<file path="src/rtl/rr_grant_encoder_if.sv">
// rr_grant_encoder_if
//   Bundles the request/grant signals between a set of requesters and the
//   round-robin grant encoder.
//   Signals:
//     req           requester -> arbiter  one request line per requester
//     grant_release requester -> arbiter  current grant owner is done (pulse or level)
//     grant_idx     arbiter -> requester  binary index of the granted requester (decoder input)
//     grant_valid   arbiter -> requester  grant_idx is valid and selected
//     timeout       arbiter -> requester  one-cycle pulse on a forced revoke
//   Modports:
//     master  requester side (drives req/grant_release)
//     slave   arbiter side (drives grant_idx/grant_valid/timeout)
interface rr_grant_encoder_if #(
  parameter int N_REQ = 8,
  parameter int IDX_W = 3
);
  logic [N_REQ-1:0] req;
  logic             grant_release;
  logic [IDX_W-1:0] grant_idx;
  logic             grant_valid;
  logic             timeout;

  modport master (
    output req,
    output grant_release,
    input  grant_idx,
    input  grant_valid,
    input  timeout
  );

  modport slave (
    input  req,
    input  grant_release,
    output grant_idx,
    output grant_valid,
    output timeout
  );
endinterface

</file>
<file path="src/rtl/rr_grant_encoder.sv">
// rr_grant_encoder
//   8-requester round-robin arbiter that registers a binary grant index for
//   the downstream 3-to-8 select decoder. A grant is held until its owner
//   releases it (or drops its request); every grant is followed by a GAP
//   cycle and an IDLE arbitration cycle, so two selects never overlap.
//   Ports:
//     clk   in  rising-edge clock
//     rst   in  asynchronous active-high reset
//     bus   rr_grant_encoder_if.slave
//             req[7:0] in, grant_release in,
//             grant_idx[2:0] out, grant_valid out, timeout out
//   Configuration:
//     RR_GRANT_TIMEOUT_EN  when defined, a grant is forcibly revoked after
//                          MAX_HOLD cycles and timeout pulses for one cycle.
//                          When undefined, no hold counter is built and
//                          timeout is tied low.
module rr_grant_encoder #(
  parameter int N_REQ    = 8,
  parameter int IDX_W    = 3
`ifdef RR_GRANT_TIMEOUT_EN
  ,
  parameter int MAX_HOLD = 16
`endif
) (
  input  logic               clk,
  input  logic               rst,
  rr_grant_encoder_if.slave  bus
);

  typedef enum logic [1:0] {
    ST_IDLE  = 2'd0,
    ST_GRANT = 2'd1,
    ST_GAP   = 2'd2
  } state_e;

  state_e           state_q, state_d;
  logic [IDX_W-1:0] grant_idx_q, grant_idx_d;
  logic             grant_valid_q, grant_valid_d;
  logic [IDX_W-1:0] ptr_q, ptr_d;

  logic [IDX_W-1:0] winner_s;
  logic [IDX_W-1:0] cand_s;
  logic             found_s;
  logic             owner_done_s;

`ifdef RR_GRANT_TIMEOUT_EN
  // Last count value at which the grant is still allowed to stand.
  localparam logic [7:0] HOLD_LAST = 8'(MAX_HOLD - 1);

  logic [7:0]       hold_cnt_q, hold_cnt_d;
  logic             timeout_q, timeout_d;
`endif

  // Round-robin search: first set request starting at ptr, wrapping mod 8.
  always_comb begin
    winner_s = ptr_q;
    cand_s   = ptr_q;
    found_s  = 1'b0;
    for (int i = 0; i < N_REQ; i++) begin
      cand_s = ptr_q + IDX_W'(i);
      if (!found_s && bus.req[cand_s]) begin
        winner_s = cand_s;
        found_s  = 1'b1;
      end else begin
        found_s  = found_s;
      end
    end
  end

  // A dropped request from the owner ends the grant just like a release.
  always_comb begin
    owner_done_s = bus.grant_release || !bus.req[grant_idx_q];
  end

  // Next-state and registered-output logic for the IDLE/GRANT/GAP FSM.
  always_comb begin
    state_d       = state_q;
    grant_idx_d   = grant_idx_q;
    grant_valid_d = grant_valid_q;
    ptr_d         = ptr_q;
`ifdef RR_GRANT_TIMEOUT_EN
    hold_cnt_d    = hold_cnt_q;
    timeout_d     = 1'b0;
`endif
    case (state_q)
      ST_IDLE: begin
        if (found_s) begin
          grant_idx_d   = winner_s;
          grant_valid_d = 1'b1;
          state_d       = ST_GRANT;
`ifdef RR_GRANT_TIMEOUT_EN
          hold_cnt_d    = 8'd0;
`endif
        end else begin
          grant_valid_d = 1'b0;
        end
      end
      ST_GRANT: begin
        // Release takes priority over the timeout, so a release arriving in
        // the last allowed cycle never produces a timeout pulse.
        if (owner_done_s) begin
          grant_valid_d = 1'b0;
          ptr_d         = grant_idx_q + IDX_W'(1);
          state_d       = ST_GAP;
        end
`ifdef RR_GRANT_TIMEOUT_EN
        else if (hold_cnt_q == HOLD_LAST) begin
          grant_valid_d = 1'b0;
          ptr_d         = grant_idx_q + IDX_W'(1);
          state_d       = ST_GAP;
          timeout_d     = 1'b1;
        end
`endif
        else begin
          grant_valid_d = 1'b1;
`ifdef RR_GRANT_TIMEOUT_EN
          hold_cnt_d    = hold_cnt_q + 8'd1;
`endif
        end
      end
      ST_GAP: begin
        // Mandatory dead cycle; arbitration only resumes from IDLE.
        grant_valid_d = 1'b0;
        state_d       = ST_IDLE;
      end
      default: begin
        grant_valid_d = 1'b0;
        state_d       = ST_IDLE;
      end
    endcase
  end

  // State and output registers with asynchronous reset.
  always_ff @(posedge clk or posedge rst) begin
    if (rst) begin
      state_q       <= ST_IDLE;
      grant_idx_q   <= '0;
      grant_valid_q <= 1'b0;
      ptr_q         <= '0;
`ifdef RR_GRANT_TIMEOUT_EN
      hold_cnt_q    <= 8'd0;
      timeout_q     <= 1'b0;
`endif
    end else begin
      state_q       <= state_d;
      grant_idx_q   <= grant_idx_d;
      grant_valid_q <= grant_valid_d;
      ptr_q         <= ptr_d;
`ifdef RR_GRANT_TIMEOUT_EN
      hold_cnt_q    <= hold_cnt_d;
      timeout_q     <= timeout_d;
`endif
    end
  end

  assign bus.grant_idx   = grant_idx_q;
  assign bus.grant_valid = grant_valid_q;
`ifdef RR_GRANT_TIMEOUT_EN
  assign bus.timeout     = timeout_q;
`else
  assign bus.timeout     = 1'b0;
`endif

endmodule
</file>
<file path="src/flat_wrapper.sv">
// flat-port wrapper written by rule: the top's interface ports become plain ports
module rr_grant_encoder_flat 
#(
  parameter int N_REQ    = 8,
  parameter int IDX_W    = 3

)
  (clk, rst, bus_req, bus_grant_release, bus_grant_idx, bus_grant_valid, bus_timeout);
  rr_grant_encoder_if #(.N_REQ(N_REQ), .IDX_W(IDX_W)) bus_i ();
  input  logic clk;
  input  logic rst;
  input wire logic [$bits(bus_i.req)-1:0] bus_req;
  input wire logic [$bits(bus_i.grant_release)-1:0] bus_grant_release;
  output wire logic [$bits(bus_i.grant_idx)-1:0] bus_grant_idx;
  output wire logic [$bits(bus_i.grant_valid)-1:0] bus_grant_valid;
  output wire logic [$bits(bus_i.timeout)-1:0] bus_timeout;
  assign bus_i.req = bus_req;
  assign bus_i.grant_release = bus_grant_release;
  assign bus_grant_idx = bus_i.grant_idx;
  assign bus_grant_valid = bus_i.grant_valid;
  assign bus_timeout = bus_i.timeout;
  rr_grant_encoder #(.N_REQ(N_REQ), .IDX_W(IDX_W)) u_core (.clk(clk), .rst(rst), .bus(bus_i));
endmodule
</file>
<file path="config.mk">
export PLATFORM = sky130hd
export DESIGN_NAME = rr_grant_encoder_flat
export DESIGN_NICKNAME = d
export VERILOG_FILES = /design/src/rtl/rr_grant_encoder_if.sv /design/src/rtl/rr_grant_encoder.sv /design/src/flat_wrapper.sv
export SDC_FILE = /design/constraint.sdc
export NUM_CORES = 1
export LEC_CHECK = 0
export ABC_AREA = 0
export CAP_MARGIN = 0
export CORE_ASPECT_RATIO = 0.5
export CORE_MARGIN = 1
export CORE_UTILIZATION = 50
export DETAILED_ROUTE_END_ITERATION = 10
export HOLD_SLACK_MARGIN = 0.08
export PLACE_DENSITY = 0.7
export SLEW_MARGIN = 10
export SYNTH_ARGS = -nofsm -noshare
export SYNTH_HDL_FRONTEND = slang
export SYNTH_SLANG_ARGS = --single-unit
</file>
<file path="constraint.sdc">
create_clock -name clk -period 4.05 [get_ports clk]
set_input_delay 1.215 -clock clk [delete_from_list [all_inputs] [get_ports clk]]
set_output_delay 1.215 -clock clk [all_outputs]
set_load 0.1 [all_outputs]
</file>
## Yosys cells after proc, flatten, opt, wreduce, memory -nomap -nowiden

Index checks and enable logic that the tools add are counted.

| word-level totals | value |
|---|---|
| flip-flop bits (word level) | 9 |
| bits of input ports | 11 |
| output and inout port bits | 5 |
| word-level logic and storage cells | 83 |

| operators by class | value |
|---|---|
| add/sub/neg operators | 8 |
| $lt $le $gt $ge | 9 |
| equal/unequal tests | 3 |
| muxes and demuxes | 39 |
| reductions and logical operators | 20 |

Operator list:

| kind | count |
|---|---|
| less-than comparator 3 x 4 -> 1 bit, second input constant | 9 |
| binary-select mux 1 bit (select 3 bit) | 9 |
| 2-to-1 mux 3 bit | 7 |
| 2-to-1 mux 1 bit | 19 |
| adder 3 bit, second input constant | 4 |
| logical NOT 1 bit | 8 |
| logical AND 1 bit | 7 |
| adder 3 x 1 -> 3 bit, second input constant | 2 |
| adder 3 x 2 -> 3 bit, second input constant | 2 |
| AND reduction 2 bit | 3 |
| 2-to-1 mux 2 bit | 2 |
| inequality test 2 x 1 -> 1 bit, second input constant | 2 |
| one-hot mux 2 bit (2 select lines) | 1 |
| == test 2 x 1 -> 1 bit, second input constant | 1 |
| logical NOT 2 bit | 1 |
| one-hot mux 1 bit (2 select lines) | 1 |
| logical OR 1 bit | 1 |

## Longest topological paths before layout

Gate-level depths: netlist of run 1.

| logic depth | value |
|---|---|
| depth after elaboration | 26 |
| depth in mapped cells | 12 |
| depth with buffers taken out | 9 |

## Worst setup path after synthesis of run 1

Ideal clock, no wire load.

| timing path | value |
|---|---|
| path kind | register to register |
| start | register u_core.ptr_q[1] |
| end | register u_core.grant_idx_q[1] (netlist: u_core.bus.grant_idx[1]) |
| setup time | 0.095 ns |
| arrival time | 3.190 ns |
| data required time | 3.955 ns |
| slack | 0.765 ns |
| stages on the path, launching flop included | 13 |
| path buffers | 3 |
| period minus slack after synthesis | 3.285 ns |
| cells stage by stage | dfrtp_1 -> buf_4 -> inv_1 -> ha_1 -> clkbuf_1 -> buf_2 -> mux4_2 -> mux2_4 -> nand2b_4 -> or4b_4 -> o31ai_4 -> nand2_1 -> o31ai_1 |

| on the way | value |
|---|---|
| word-level cells in the longest chain between the ends | 25 |
| elaborated cells on any way between the ends | 53 |
| those cells by class | add/sub (7); mux (31); reduce/logical (15) |

RTL lines:

| element | RTL line | source |
|---|---|---|
| from (decl) | rr_grant_encoder.sv:39 | `logic [IDX_W-1:0] ptr_q, ptr_d;` |
| from (signal assigned) | rr_grant_encoder.sv:148 | `ptr_q <= ptr_d;` |
| parallel branches: the longest is 25 deep, another holds adder 3 x 1 -> 3 bit | -- |  |
| to (signal assigned) | rr_grant_encoder.sv:146 | `grant_idx_q <= grant_idx_d;` |
| to (decl) | rr_grant_encoder.sv:37 | `logic [IDX_W-1:0] grant_idx_q, grant_idx_d;` |

Several ways; the timed one is not identified. The select of a mux whose other input is x is not followed.
A chain may end at the register's enable or synchronous reset.

## Final worst setup path of run 1

| timing path | value |
|---|---|
| start | input port bus_req[4] |
| end | register u_core.grant_idx_q[1] (netlist: u_core.bus.grant_idx[1]) |

| on the way | value |
|---|---|
| word-level cells in the longest chain between the ends | 25 |
| elaborated cells on any way between the ends | 46 |
| those cells by class | mux (31); reduce/logical (15) |

RTL lines:

| element | RTL line | source |
|---|---|---|
| from (decl) | flat_wrapper.sv:12 | `input wire logic [$bits(bus_i.req)-1:0] bus_req;` |
| binary-select mux 1 bit (select 3 bit) | rr_grant_encoder.sv:61 | `if (!found_s && bus.req[cand_s]) begin` |
| 2-to-1 mux 1 bit (not written as such) | rr_grant_encoder.sv:61 |  |
| 2-to-1 mux 1 bit | rr_grant_encoder.sv:61 |  |
| logical NOT 1 bit | rr_grant_encoder.sv:61 |  |
| logical AND 1 bit | rr_grant_encoder.sv:61 |  |
| 2-to-1 mux 1 bit | rr_grant_encoder.sv:61 |  |
| logical NOT 1 bit | rr_grant_encoder.sv:61 |  |
| logical AND 1 bit | rr_grant_encoder.sv:61 |  |
| [9 not listed] | -- |  |
| 2-to-1 mux 1 bit | rr_grant_encoder.sv:61 |  |
| logical NOT 1 bit | rr_grant_encoder.sv:61 |  |
| logical AND 1 bit | rr_grant_encoder.sv:61 |  |
| 2-to-1 mux 1 bit | rr_grant_encoder.sv:61 |  |
| logical NOT 1 bit | rr_grant_encoder.sv:61 |  |
| logical AND 1 bit | rr_grant_encoder.sv:61 |  |
| 2-to-1 mux 1 bit | rr_grant_encoder.sv:61 |  |
| AND reduction 2 bit (no source line) | -- |  |

Parallel ways exist; a longest one is shown, timed or not. The select of a mux whose other input is x is not followed.

==> reports/metrics.yaml, run 1 <==
htreeDepth: 1
clk_latency_ns: 0.23
cts.path.max_buffers: 2
portBuffers: 14
cts_buffers: 3
antenna_left: 0
fp.dieH_um: 38.1
drv_cap: 0
cts_hold_buf: 0
hold_ws_ns: 0.564
tightest_slew_ns: 0.969
clock.fmax_mhz: 268
rrSetupSlack_ns: 0.81
cts_resized: 0
netlist_top_cells_count: "nand2_1, nor2_1, dfrtp_1"
wl_per_cell_um: 18.0
drt_iter0_markers: 127
synth_top_area_share_pct: 17.3
dp_hpwl_um: 2570
period_needed_ns: 3.74
setup_tns_ns: 0
stdcell_count: 178
yosysSeqAreaShare_pct: 17.3
area_growth_pct: 16.3
vias: 1098
vias_per_cell: 6.17
yosys_register_bits: 9
yosys_warnings: 0
gp_congestion: 0.955
syn_area_sq_um: 1310
required_ns: 4.18
globalRouteTotalUtil_pct: 26.8
crit_type: "in -> reg"
grt_pass1_vias: 1026
drive_gt1_share_pct: 21.0
antenna_found_initial: 0
drc: 0
critPathMaxFanout: 7
fin_skew_ns: 0.00156
fill_cells: 199
synth_area_leaders: "dfrtp_1, mux4_2, mux4_1"
synth_nets: 142
arrival_ns: 3.86
overflow: 0
slew_viol_final: 0
dp.cells: 174
avgSynthCellArea_sq_um: 10.2
slew_headroom_pct: 35.2
io_pins: 16
hold_viol_final: 0
finalSetupViolations: 0
start_util_pct: 55.7
synth_edf_count: 0
synth_most_common_cell: "nand2_1"
grt_setup_unrepaired: "false"
rows: 12
cts_root_buf: "clkbuf_8"
cp-end-kind: "register"
async_reset_ff_share_pct: 100
status: "completed"
start_kind: "input port"
fin_nets: 158
die-width_um: 74.3
syn_inst: 128
post-cts-setup-buffer-count: 0
post-route-period-util_pct: 92.2
dieArea_sq_um: 2830
grt_max_degree: 17
cts_tree: "yes"
ys_types: 48
wirelength_um: 3200
n_antenna_cell: 0
clk_pin_slew_ns: 0.05
place_area_sq_um: 1470
finalInstanceArea_sq_um: 1520
first_pass_iters: 4
hold_class: "reg -> reg"
grt_pass1_wl_um: 5380
clock-sinks: 9
core_sq_um: 2340
yosysTopAreaCell: "dfrtp_1"
synthFlopType: "dfrtp_1"
==> routing by layer <==
metal | up-vias | share of wire [%] | wire length [um] | global-route usage [%]
met1 | 518 | 48 | 1520 | 40.9
li1 | 526 | - | - | -
met4 | 0 | 0 | 0 | 3.30
met3 | 0 | 10 | 321 | 7.89
met5 | - | 0 | 0 | 0
met2 | 54 | 42 | 1360 | 38.2
==> flip-flops by register name (all words and copies together) (netlist names) <==
name,count
u_core.ptr_q,3
u_core.bus.grant_valid,1
u_core.bus.grant_idx,3
u_core.state_q,2
==> placed cells by master (no fill, tap or decap), drive strengths merged, types with 3 or more instances in the layout <==
cell type,instances
a21oi,5
buf,6
clkbuf,3
clkdlybuf4s50,12
dfrtp,9
ha,3
inv,5
mux2,5
mux2i,9
mux4,14
nand2,13
nand2b,3
nor2,11
nor3b,4
o21ai,8
xnor2,3
==> worst max-delay path: stages <==
cell and delay (ns):
clkdlybuf4s50_1 0.52, mux4_2 0.57, mux2_4 0.33, nand2b_4 0.18
or4b_4 0.53, o31ai_4 0.32, nand2_1 0.11, o31ai_1 0.09
==> worst paths after layout <==
kind,startpoint,to,depth (start not counted)
worst max-delay path,bus_req[4],u_core.bus.grant_idx[1],8
worst min-delay path,u_core.state_q[1],u_core.bus.grant_valid,2
worst max register to register,u_core.ptr_q[0],u_core.bus.grant_idx[1],9
worst min register to register,u_core.state_q[1],u_core.bus.grant_valid,2
max in group asynchronous,rst,u_core.bus.grant_valid,2
min in group asynchronous,rst,u_core.bus.grant_idx[2],2
==> logic make-up (layout without fill, tap and decap cells) <==
kind of cell | count (synthesis) | after routing | synth area share [%]
fa+ha+maj | 3 | 3 | 2.88
flops | 9 | 9 | 17.3
mux | 28 | 28 | 38.4
xor+xnor | 5 | 5 | 3.93
compound gates | 28 | 28 | 15.1
simple gates | 42 | 42 | 17.4
buf+inv | 12 | 27 | 4.70
other cells | 1 | 1 | 0.287
==> through the flow <==
stage / setup WS, ns / util (%)
after global routing: 0.231 / 64.8
after CTS: 0.333 / 64.8
after detailed placement: 0.0878 / 62.8
after floorplan: 0.765 / -
final: 0.314 / 64.8
after global placement: 0.141 / 62.8
==> area by class of cell <==
| type | instances | area [sq um] | area share [%] |
|---|---|---|---|
| multi-input combinational | 107 | 1020 | 67.1 |
| tap | 35 | 43.8 | 2.89 |
| timing repair buffer | 18 | 165 | 10.9 |
| clock buffer | 3 | 41.3 | 2.72 |
| clock inverter | 1 | 5.00 | 0.330 |
| inverter | 5 | 18.8 | 1.24 |
| sequential | 9 | 225 | 14.8 |
Power of run 1 is left out: the tool's default activity adds up to more than one toggle a clock period on the data nets, which glitch-free logic cannot reach.
==> run 2, diff against run 1 <==
Settings changed: CTS_CLUSTER_DIAMETER set to 50.
==> results of run 2 <==
The final DEF is identical to that of run 1; final timing and power are the same.
Power of run 2 is left out for the same reason.
